File: config.mk
export PLATFORM = sky130hd
export DESIGN_NAME = rx_ack_scheduler
export DESIGN_NICKNAME = d
export VERILOG_FILES = /design/src/rtl/rx_ack_scheduler.sv
export SDC_FILE = /design/constraint.sdc
export NUM_CORES = 1
export LEC_CHECK = 0
export BUFFER_PORTS_ARGS = -buffer_cell sky130_fd_sc_hd__buf_4
export CAP_MARGIN = 20
export CELL_PAD_IN_SITES_DETAIL_PLACEMENT = 1
export CELL_PAD_IN_SITES_GLOBAL_PLACEMENT = 2
export CORE_UTILIZATION = 36
export CTS_CLUSTER_SIZE = 40
export DETAILED_ROUTE_END_ITERATION = 16
export PLACE_DENSITY_LB_ADDON = 0.1
export SETUP_SLACK_MARGIN = 0.4
export SLEW_MARGIN = 10
export SYNTH_ARGS = -nofsm -noshare
export SYNTH_HDL_FRONTEND = slang
export SYNTH_SLANG_ARGS = --single-unit
File: constraint.sdc
create_clock -name clk -period 4.6 [get_ports clk]
set_input_delay 0.23 -clock clk [delete_from_list [all_inputs] [get_ports clk]]
set_output_delay 0.23 -clock clk [all_outputs]
set_load 0.01 [all_outputs]
File: src/rtl/rx_ack_scheduler.sv
// RX read-return sequencer: per-switch outstanding-op counters plus one-hot ack arbitration.
// Build option: define RX_ACK_FIXED_PRIO_EN for fixed priority (lowest index wins); default is round-robin.
module rx_ack_scheduler #(
    parameter int NUM_SW_INST = 5,
    parameter int FIFO_SIZE   = 2,
    parameter int ACK_GAP     = 1
) (
    input  logic                           clk,
    input  logic                           rst,
    input  logic [NUM_SW_INST-1:0]         sel_en,
    input  logic [NUM_SW_INST-1:0]         done,
    output logic [NUM_SW_INST-1:0]         ack,
    output logic [$clog2(NUM_SW_INST)-1:0] ack_idx,
    output logic [NUM_SW_INST-1:0]         sw_full,
    output logic                           idle,
    output logic                           err_ovf,
    output logic                           err_spur
);
    localparam int IDX_W  = $clog2(NUM_SW_INST);
    localparam int IDX_W1 = IDX_W + 1;
    localparam int CNT_W  = $clog2(FIFO_SIZE + 1);
    localparam logic [CNT_W-1:0]  CNT_FULL = CNT_W'(FIFO_SIZE);
    localparam logic [IDX_W-1:0]  IDX_LAST = IDX_W'(NUM_SW_INST - 1);
    localparam logic [IDX_W1-1:0] NUM_EXT  = IDX_W1'(NUM_SW_INST);
    localparam logic [3:0]        GAP_LAST = (ACK_GAP > 0) ? 4'(ACK_GAP - 1) : 4'd0;

    typedef enum logic [1:0] {IDLE, GRANT, GAP} state_t;

    state_t                               state_reg, state_next;
    logic [NUM_SW_INST-1:0]               ack_reg, ack_next;
    logic [IDX_W-1:0]                     ack_idx_reg, ack_idx_next;
    logic [IDX_W-1:0]                     rr_reg, rr_next;
    logic [3:0]                           gap_reg, gap_next;
    logic [NUM_SW_INST-1:0][CNT_W-1:0]    cnt_reg, cnt_next;
    logic [NUM_SW_INST-1:0]               spur_seen_reg, spur_seen_next;
    logic                                 err_ovf_reg, err_spur_reg;

    logic [NUM_SW_INST-1:0] nonzero, eligible, ovf_hit, inc, dec;
    logic [NUM_SW_INST-1:0] spur_cand, spur_new;
    logic [IDX_W-1:0]       winner;
    logic [IDX_W1-1:0]      pos;
    logic                   any_eligible;

    // sel_en and ack together leave the count untouched, so a full counter is not an overflow then.
    for (genvar gi = 0; gi < NUM_SW_INST; gi++) begin : g_sw
        assign nonzero[gi]  = (cnt_reg[gi] != '0);
        assign sw_full[gi]  = (cnt_reg[gi] == CNT_FULL);
        assign inc[gi]      = sel_en[gi] & ~ack_reg[gi] & ~sw_full[gi];
        assign dec[gi]      = ack_reg[gi] & ~sel_en[gi];
        assign ovf_hit[gi]  = sel_en[gi] & ~ack_reg[gi] & sw_full[gi];
        assign cnt_next[gi] = inc[gi] ? cnt_reg[gi] + 1'b1 :
                              dec[gi] ? cnt_reg[gi] - 1'b1 : cnt_reg[gi];
    end

    assign eligible  = done & nonzero;
    assign spur_cand = done & ~nonzero;
    // Report each spurious done once per episode rather than every cycle it is held.
    assign spur_new       = (state_reg == IDLE) ? (spur_cand & ~spur_seen_reg) : '0;
    assign spur_seen_next = (spur_seen_reg | spur_new) & spur_cand;

    // Fixed-priority builds keep rr_reg at zero, which turns this search into lowest-index-wins.
    always_comb begin
        winner       = '0;
        any_eligible = 1'b0;
        pos          = '0;
        for (int k = 0; k < NUM_SW_INST; k++) begin
            pos = {1'b0, rr_reg} + IDX_W1'(k);
            if (pos >= NUM_EXT) pos = pos - NUM_EXT;
            if (!any_eligible && eligible[pos[IDX_W-1:0]]) begin
                any_eligible = 1'b1;
                winner       = pos[IDX_W-1:0];
            end
        end
    end

    always_comb begin
        state_next   = state_reg;
        ack_next     = '0;
        ack_idx_next = ack_idx_reg;
        rr_next      = rr_reg;
        gap_next     = gap_reg;
        case (state_reg)
            IDLE: begin
                if (any_eligible) begin
                    ack_next[winner] = 1'b1;
                    ack_idx_next     = winner;
                    state_next       = GRANT;
                end
            end
            GRANT: begin
`ifdef RX_ACK_FIXED_PRIO_EN
                rr_next = '0;
`else
                rr_next = (ack_idx_reg == IDX_LAST) ? '0 : ack_idx_reg + 1'b1;
`endif
                gap_next   = '0;
                state_next = (ACK_GAP > 0) ? GAP : IDLE;
            end
            GAP: begin
                if (gap_reg == GAP_LAST) state_next = IDLE;
                else                     gap_next   = gap_reg + 1'b1;
            end
            default: state_next = IDLE;
        endcase
    end

    always_ff @(posedge clk or posedge rst) begin
        if (rst) begin
            state_reg     <= IDLE;
            ack_reg       <= '0;
            ack_idx_reg   <= '0;
            rr_reg        <= '0;
            gap_reg       <= '0;
            cnt_reg       <= '0;
            spur_seen_reg <= '0;
            err_ovf_reg   <= 1'b0;
            err_spur_reg  <= 1'b0;
        end else begin
            state_reg     <= state_next;
            ack_reg       <= ack_next;
            ack_idx_reg   <= ack_idx_next;
            rr_reg        <= rr_next;
            gap_reg       <= gap_next;
            cnt_reg       <= cnt_next;
            spur_seen_reg <= spur_seen_next;
            err_ovf_reg   <= |ovf_hit;
            err_spur_reg  <= |spur_new;
        end
    end

    assign ack      = ack_reg;
    assign ack_idx  = ack_idx_reg;
    assign err_ovf  = err_ovf_reg;
    assign err_spur = err_spur_reg;
    assign idle     = (state_reg == IDLE) && (nonzero == '0);
endmodule

==> results of run 1 <==
metal layers:
layer,share of wire,GRT usage,vias to the layer above,routed length [um]
met1,0.47,0.276,1232,3440
met3,0.037,0.0330,4,268
met2,0.49,0.349,36,3540
met5,0,0,-,0
li1,-,-,1207,-
met4,0.0060,0.0298,0,44
worst min-delay path, stage by stage:
cell and delay [ps]:
buf_4 110, inv_1 50, buf_4 390
path summary, 6_finish.rpt:
check	startpoint	to
max in group asynchronous	rst	cnt_reg[3]
min	rst	gap_reg[1]
min in group clk	done[4]	spur_seen_reg[4]
max	rr_reg[0]	ack_idx[1]
max reg2reg	rr_reg[0]	ack_idx[1]
min reg2reg	spur_seen_reg[4]	spur_seen_reg[4]
logic make-up (layout without fill, tap and decap cells):
logic type / after synthesis / after routing / share of synthesized area
AO/OA/AOI/OAI: 96 / 96 / 0.246
XOR/XNOR: 13 / 13 / 0.0499
adder cells (fa/ha/maj): 12 / 12 / 0.0593
buffers and inverters: 23 / 54 / 0.0372
flip-flops: 34 / 34 / 0.320
multiplexers: 9 / 9 / 0.0382
AND/OR/NAND/NOR: 130 / 130 / 0.249
per-stage QoR:
| stage | hold WS, ps | setup WS (ps) | cell area, um2 |
|---|---|---|---|
| after floorplan | 368 | 1420 | 2660 |
| after global placement | 365 | 974 | 2960 |
| after detailed placement | 379 | 822 | 2960 |
| after CTS | 70.1 | 808 | 3050 |
| after global routing | 100 | 512 | 3050 |
| final | 58.8 | 799 | 3050 |
cells in the final DEF (no fill, tap or decap), types with 2 or more instances in the layout:
| cell | n |
|---|---|
| nor2_1 | 39 |
| dfrtp_1 | 34 |
| buf_4 | 28 |
| a21oi_1 | 26 |
| nand2_1 | 24 |
| inv_1 | 16 |
| o21ai_0 | 13 |
| ha_1 | 11 |
| nor3_1 | 10 |
| nor2b_1 | 10 |
| nand3_1 | 9 |
| o211ai_1 | 9 |
| xnor2_1 | 8 |
| o21ai_1 | 7 |
| nor3b_1 | 7 |
| mux2i_1 | 6 |
| clkbuf_8 | 6 |
| nand2b_1 | 5 |
| and2_1 | 5 |
| a21o_1 | 5 |
| a211oi_1 | 5 |
| o22ai_1 | 4 |
| xor2_1 | 4 |
| and3_1 | 4 |
| nor4_1 | 4 |
| a31oi_1 | 3 |
| or2_2 | 3 |
| nand3b_1 | 2 |
| and4_1 | 2 |
| o21bai_1 | 2 |
| inv_2 | 2 |
| a21boi_0 | 2 |
| a32oi_1 | 2 |
| mux2_4 | 2 |
area by class of cell:
cell class	instances	area, um2
sequential	34	851
fill	854	3900
tap	96	120
clock inverter	1	5.00
inverter	18	67.6
clock buffer	7	86.3
multi-input combinational	260	1710
timing repair buffer	28	210
==> impl_results.md, run 1 <==
- Status: finished clean
- Global Route Usage Sum: 0.204
- H-tree depth: 2
- Max clock buf depth: 2
- Cells after Synth: approximately 320
- Critical path startpoint category: register
- Mapped Nets: 341
- Largest cells by area after synthesis: dfrtp_1 (32%), nor2_1 (5.5%), ha_1 (5.2%), a21oi_1 (4.9%), nand2_1 (3.4%)
- Synth async-reset ratio: 1.00
- Root Buffer: clkbuf_8
- Placeable Area: 6940 um2
- RSZ-0062 raised after global routing: false
- Initial antenna violation count: 0
- Final setup fails: 0
- WP data arrival: 3960 ps
- Sequential fraction of the synthesis area: 0.320
- Measured slew at the worst slew-check pin: around 900 ps
- Pre-antenna DRT Iters: 4
- Top Ports: 28
- Worst hold path type: in -> async
- Number of global-route vias before repair: 2420
- DR vias/cell: between 5 and 6
- Clk slew on worst S/H paths: ~70 ps
- Flip-flop count of the largest register after layout: 10
- Minimum clock period after layout: about 3800 ps
- Skew final: 5.75 ps
- EDFF count, synth: 0
- Post-Place Cells: 436
- Levels on crit path: 12
- Post-layout util: 0.439
- Total CTS buffers: 5
- IO buf count: 27
- Slowest stage delay, CP: slightly below 600 ps
- Final #Nets: roughly 370
- Number of max-cap violations: 0
- Mean Syn Cell Area: between 8 and 9 um2
- DIE WIDTH: 87.9 um
- Most used DFF post-synth: dfrtp_1
- Die Ht: 87.9 um
- Leading area contributor after synthesis: dfrtp_1
- Max Slew Vio Count: 0
- Synth Register Bits: 34
- Fmax: 263 MHz
- Syn Std Cell Area: roughly 2700 um2
- DR vias: 2479
- Hold Buf Count CTS: 0
- Die area: 7730 um2
- Rows: 30
- Initial core utilization: 0.383
- Layout cells sized above 1: 0.147
- Total gr overflow: 0
- Post-synth top area share: 0.320
- Total Routed Length: 7.29 mm
- Slowest CP cell: dfrtp_1
- Post-route DRC: 0
- Buf/Inv on CP: 3
- Top cells by count, synth: nor2_1 (39), dfrtp_1 (34), a21oi_1 (26)
- Hold Vio Cnt, Final: 0
- CTS tree: built
- Largest net degree at the start of global routing: 35
- Final HPWL DP: 5.78 mm
- Placer Congestion: 0.832
- Final non-filler cell total: 444
- CTS sink count: 34
- First-pass GRT wire length: 12.1 mm
- Post CTS Setup Buffer Count: 0
- CP Max Fanout: 17
- Max_slew headroom: 0.391
- Worst R2R Path Depth: 12
- Setup_tns: 0 ps
- Antenna-violating nets left: 0
- Synth unique cells: 63
- Clk Latency, worst-skew pair: 280 ps
- Worst R2R Setup Slack: 800 ps
- Layout area overhead: 14.7%
- Iteration-0 DRC Markers: 83
- Cell Chain, Critical Path: inv_2 > ha_1 > inv_1 > fa_1 > a211oi_1 > a211oi_1 > o311ai_1 > o41a_1 > nand3_1 > o41ai_4 > inv_2 > mux2_4
- Most common cell in the synthesized netlist: nor2_1
- WL per Instance: 16.4 um
- CP Class: reg -> reg
- Critical Path Sink Type: register
- ANT cells: 0
- Post-cts gate resize count: 0
- CP top delay family: compound AO/OA/AOI/OAI gates
- Ys Warns: 0
- CP Data Required Time: 4760 ps
- Final period util: 0.826
Power of run 1 is not shown: default switching activity piles up to over one toggle a cycle in this logic, so the estimate is an artifact.
==> inputs of run 2 (changes only) <==
clock period = 3.9 ns   (was 4.6 ns; I/O delays follow)
==> impl_results.md, run 2 (synthesized netlist as in run 1, its figures left out) <==
- Status: finished clean
- CP Data Required Time: 4070 ps (-690 ps)
- CP Class: reg -> reg
- First-pass GRT wire length: 12.0 mm (-1.2%)
- ANT cells: 0 (unchanged)
- Placeable Area: 6940 um2 (unchanged)
- Number of max-cap violations: 0 (unchanged)
- Flip-flop count of the largest register after layout: 10 (unchanged)
- Critical Path Sink Type: register
- Final #Nets: 377 (+1.6%)
- Clk slew on worst S/H paths: 70 ps (about the same)
- Die area: 7730 um2 (unchanged)
- Iteration-0 DRC Markers: 185 (+120%)
- Initial antenna violation count: 0 (unchanged)
- Critical path startpoint category: register
- Fmax: 308 MHz (+17%)
- Rows: 30 (unchanged)
- DIE WIDTH: 87.9 um (unchanged)
- Most common cell after layout, fill and taps aside: nor2_1
- Post-route DRC: 0 (unchanged)
- Hold Vio Cnt, Final: 0 (unchanged)
- Pre-antenna DRT Iters: 4 (unchanged)
- Layout area overhead: 16.3%
- Fillers: 857 (+0.35%)
- Largest net degree at the start of global routing: 35 (unchanged)
- Total gr overflow: 0 (unchanged)
- Hold Buf Count CTS: 0 (unchanged)
- Max clock buf depth: 2 (unchanged)
- DR vias: 2481 (+0.081%)
- Final HPWL DP: 5.67 mm (-1.9%)
- Die Ht: 87.9 um (unchanged)
- Root Buffer: clkbuf_8
- Max Slew Vio Count: 0 (unchanged)
- Layout cells sized above 1: 0.170 (+0.0234)
- CTS tree: built
- Most frequent cells in the layout: nor2_1 (39), buf_4 (34), dfrtp_1 (32)
- Number of global-route vias before repair: 2389 (-1.3%)
- Minimum clock period after layout: 3250 ps (-550 ps)
- Final setup fails: 0 (unchanged)
- IO buf count: 27 (unchanged)
- Global Route Usage Sum: 0.202 (-0.00231)
- WL per Instance: 16.3 um (-0.94%)
- RSZ-0062 raised after global routing: false
- Setup_tns: 0 ps (unchanged)
- Final period util: 0.834 (+0.00721)
- Top Ports: 28 (unchanged)
- CP Max Fanout: 8 (-9)
- Initial core utilization: 0.383 (unchanged)
- CTS sink count: 34 (unchanged)
- Clk Latency, worst-skew pair: 280 ps (about the same)
- Placer Congestion: 0.854 (+2.6%)
- Measured slew at the worst slew-check pin: 612 ps (-291 ps)
- Launch point of the worst reg-to-reg path: rr_reg[0]
- Antenna-violating nets left: 0 (unchanged)
- Total CTS buffers: 5 (unchanged)
- Worst Setup SP: rr_reg[0]
- Max_slew headroom: 0.589 (+0.198)
- DR vias/cell: 5.53 (-1.0%)
- Worst hold path type: in -> async
- Total Routed Length: 7.30 mm (+0.18%)
- Skew final: 3.48 ps (-2.27 ps)
- WP data arrival: 3420 ps (-540 ps)
- H-tree depth: 2 (unchanged)
run 2: critical path, stage by stage (launching register included):
cell and delay (ps):
dfrtp_1 380, inv_2 180, ha_1 180, inv_1 40, fa_1 430, a21o_1 210
a21oi_1 290, o21ai_0 180, o21ai_1 420, and2_1 230, o21ai_0 110, o311a_1 200
mux2_4 280
run 2: layout make-up:
cell class                 count  area, um2  area share
sequential                    34        853       0.276
tap                           96        120      0.0389
clock inverter                 2       10.0     0.00324
clock buffer                   5       68.8      0.0223
multi-input combinational    260       1710       0.555
timing repair buffer          34        255      0.0826
inverter                      18       67.6      0.0219
run 2: timing repair:
item                       4_1_cts  5_1_grt
setup endpoints to repair        0        6
setup buffers                    0        2
gates resized for setup          0        3
run 2: metrics by stage:
stage / hold slack (ps) / cell area, um2 / std cells / utilization / setup slack, ps
2_1_floorplan: 333 / 2660 / 317 / - / 719
3_3_place_gp: 335 / 2990 / 440 / 0.430 / 557
3_5_place_dp: 341 / 2990 / 440 / 0.430 / 452
4_1_cts: 31.6 / 3060 / 447 / 0.441 / 429
5_1_grt: 49.5 / 3090 / 449 / 0.445 / 405
6_report: 16.3 / 3090 / 449 / 0.445 / 649
run 2: layer usage:
metal  vias to the layer above  part of all wire  global-route usage
met2                        41              0.47               0.333
met3                         4             0.029              0.0311
met1                      1217              0.49               0.280
met4                         0            0.0069              0.0402
met5                         -                 0                   0
li1                       1219                 -                   -
run 2: final timing paths:
path | slack [ps] | depth (start not counted) | endpoint
max reg2reg | 650 | 12 | ack_idx[2]
max | 650 | 12 | ack_idx[2]
min in group clk | 180 | 3 | spur_seen_reg[0]
max in group asynchronous | 3550 | 3 | rr_reg[1]
min reg2reg | 500 | 2 | spur_seen_reg[4]
min | 20 | 3 | cnt_reg[6]
Power of run 2 is left out for the same reason.
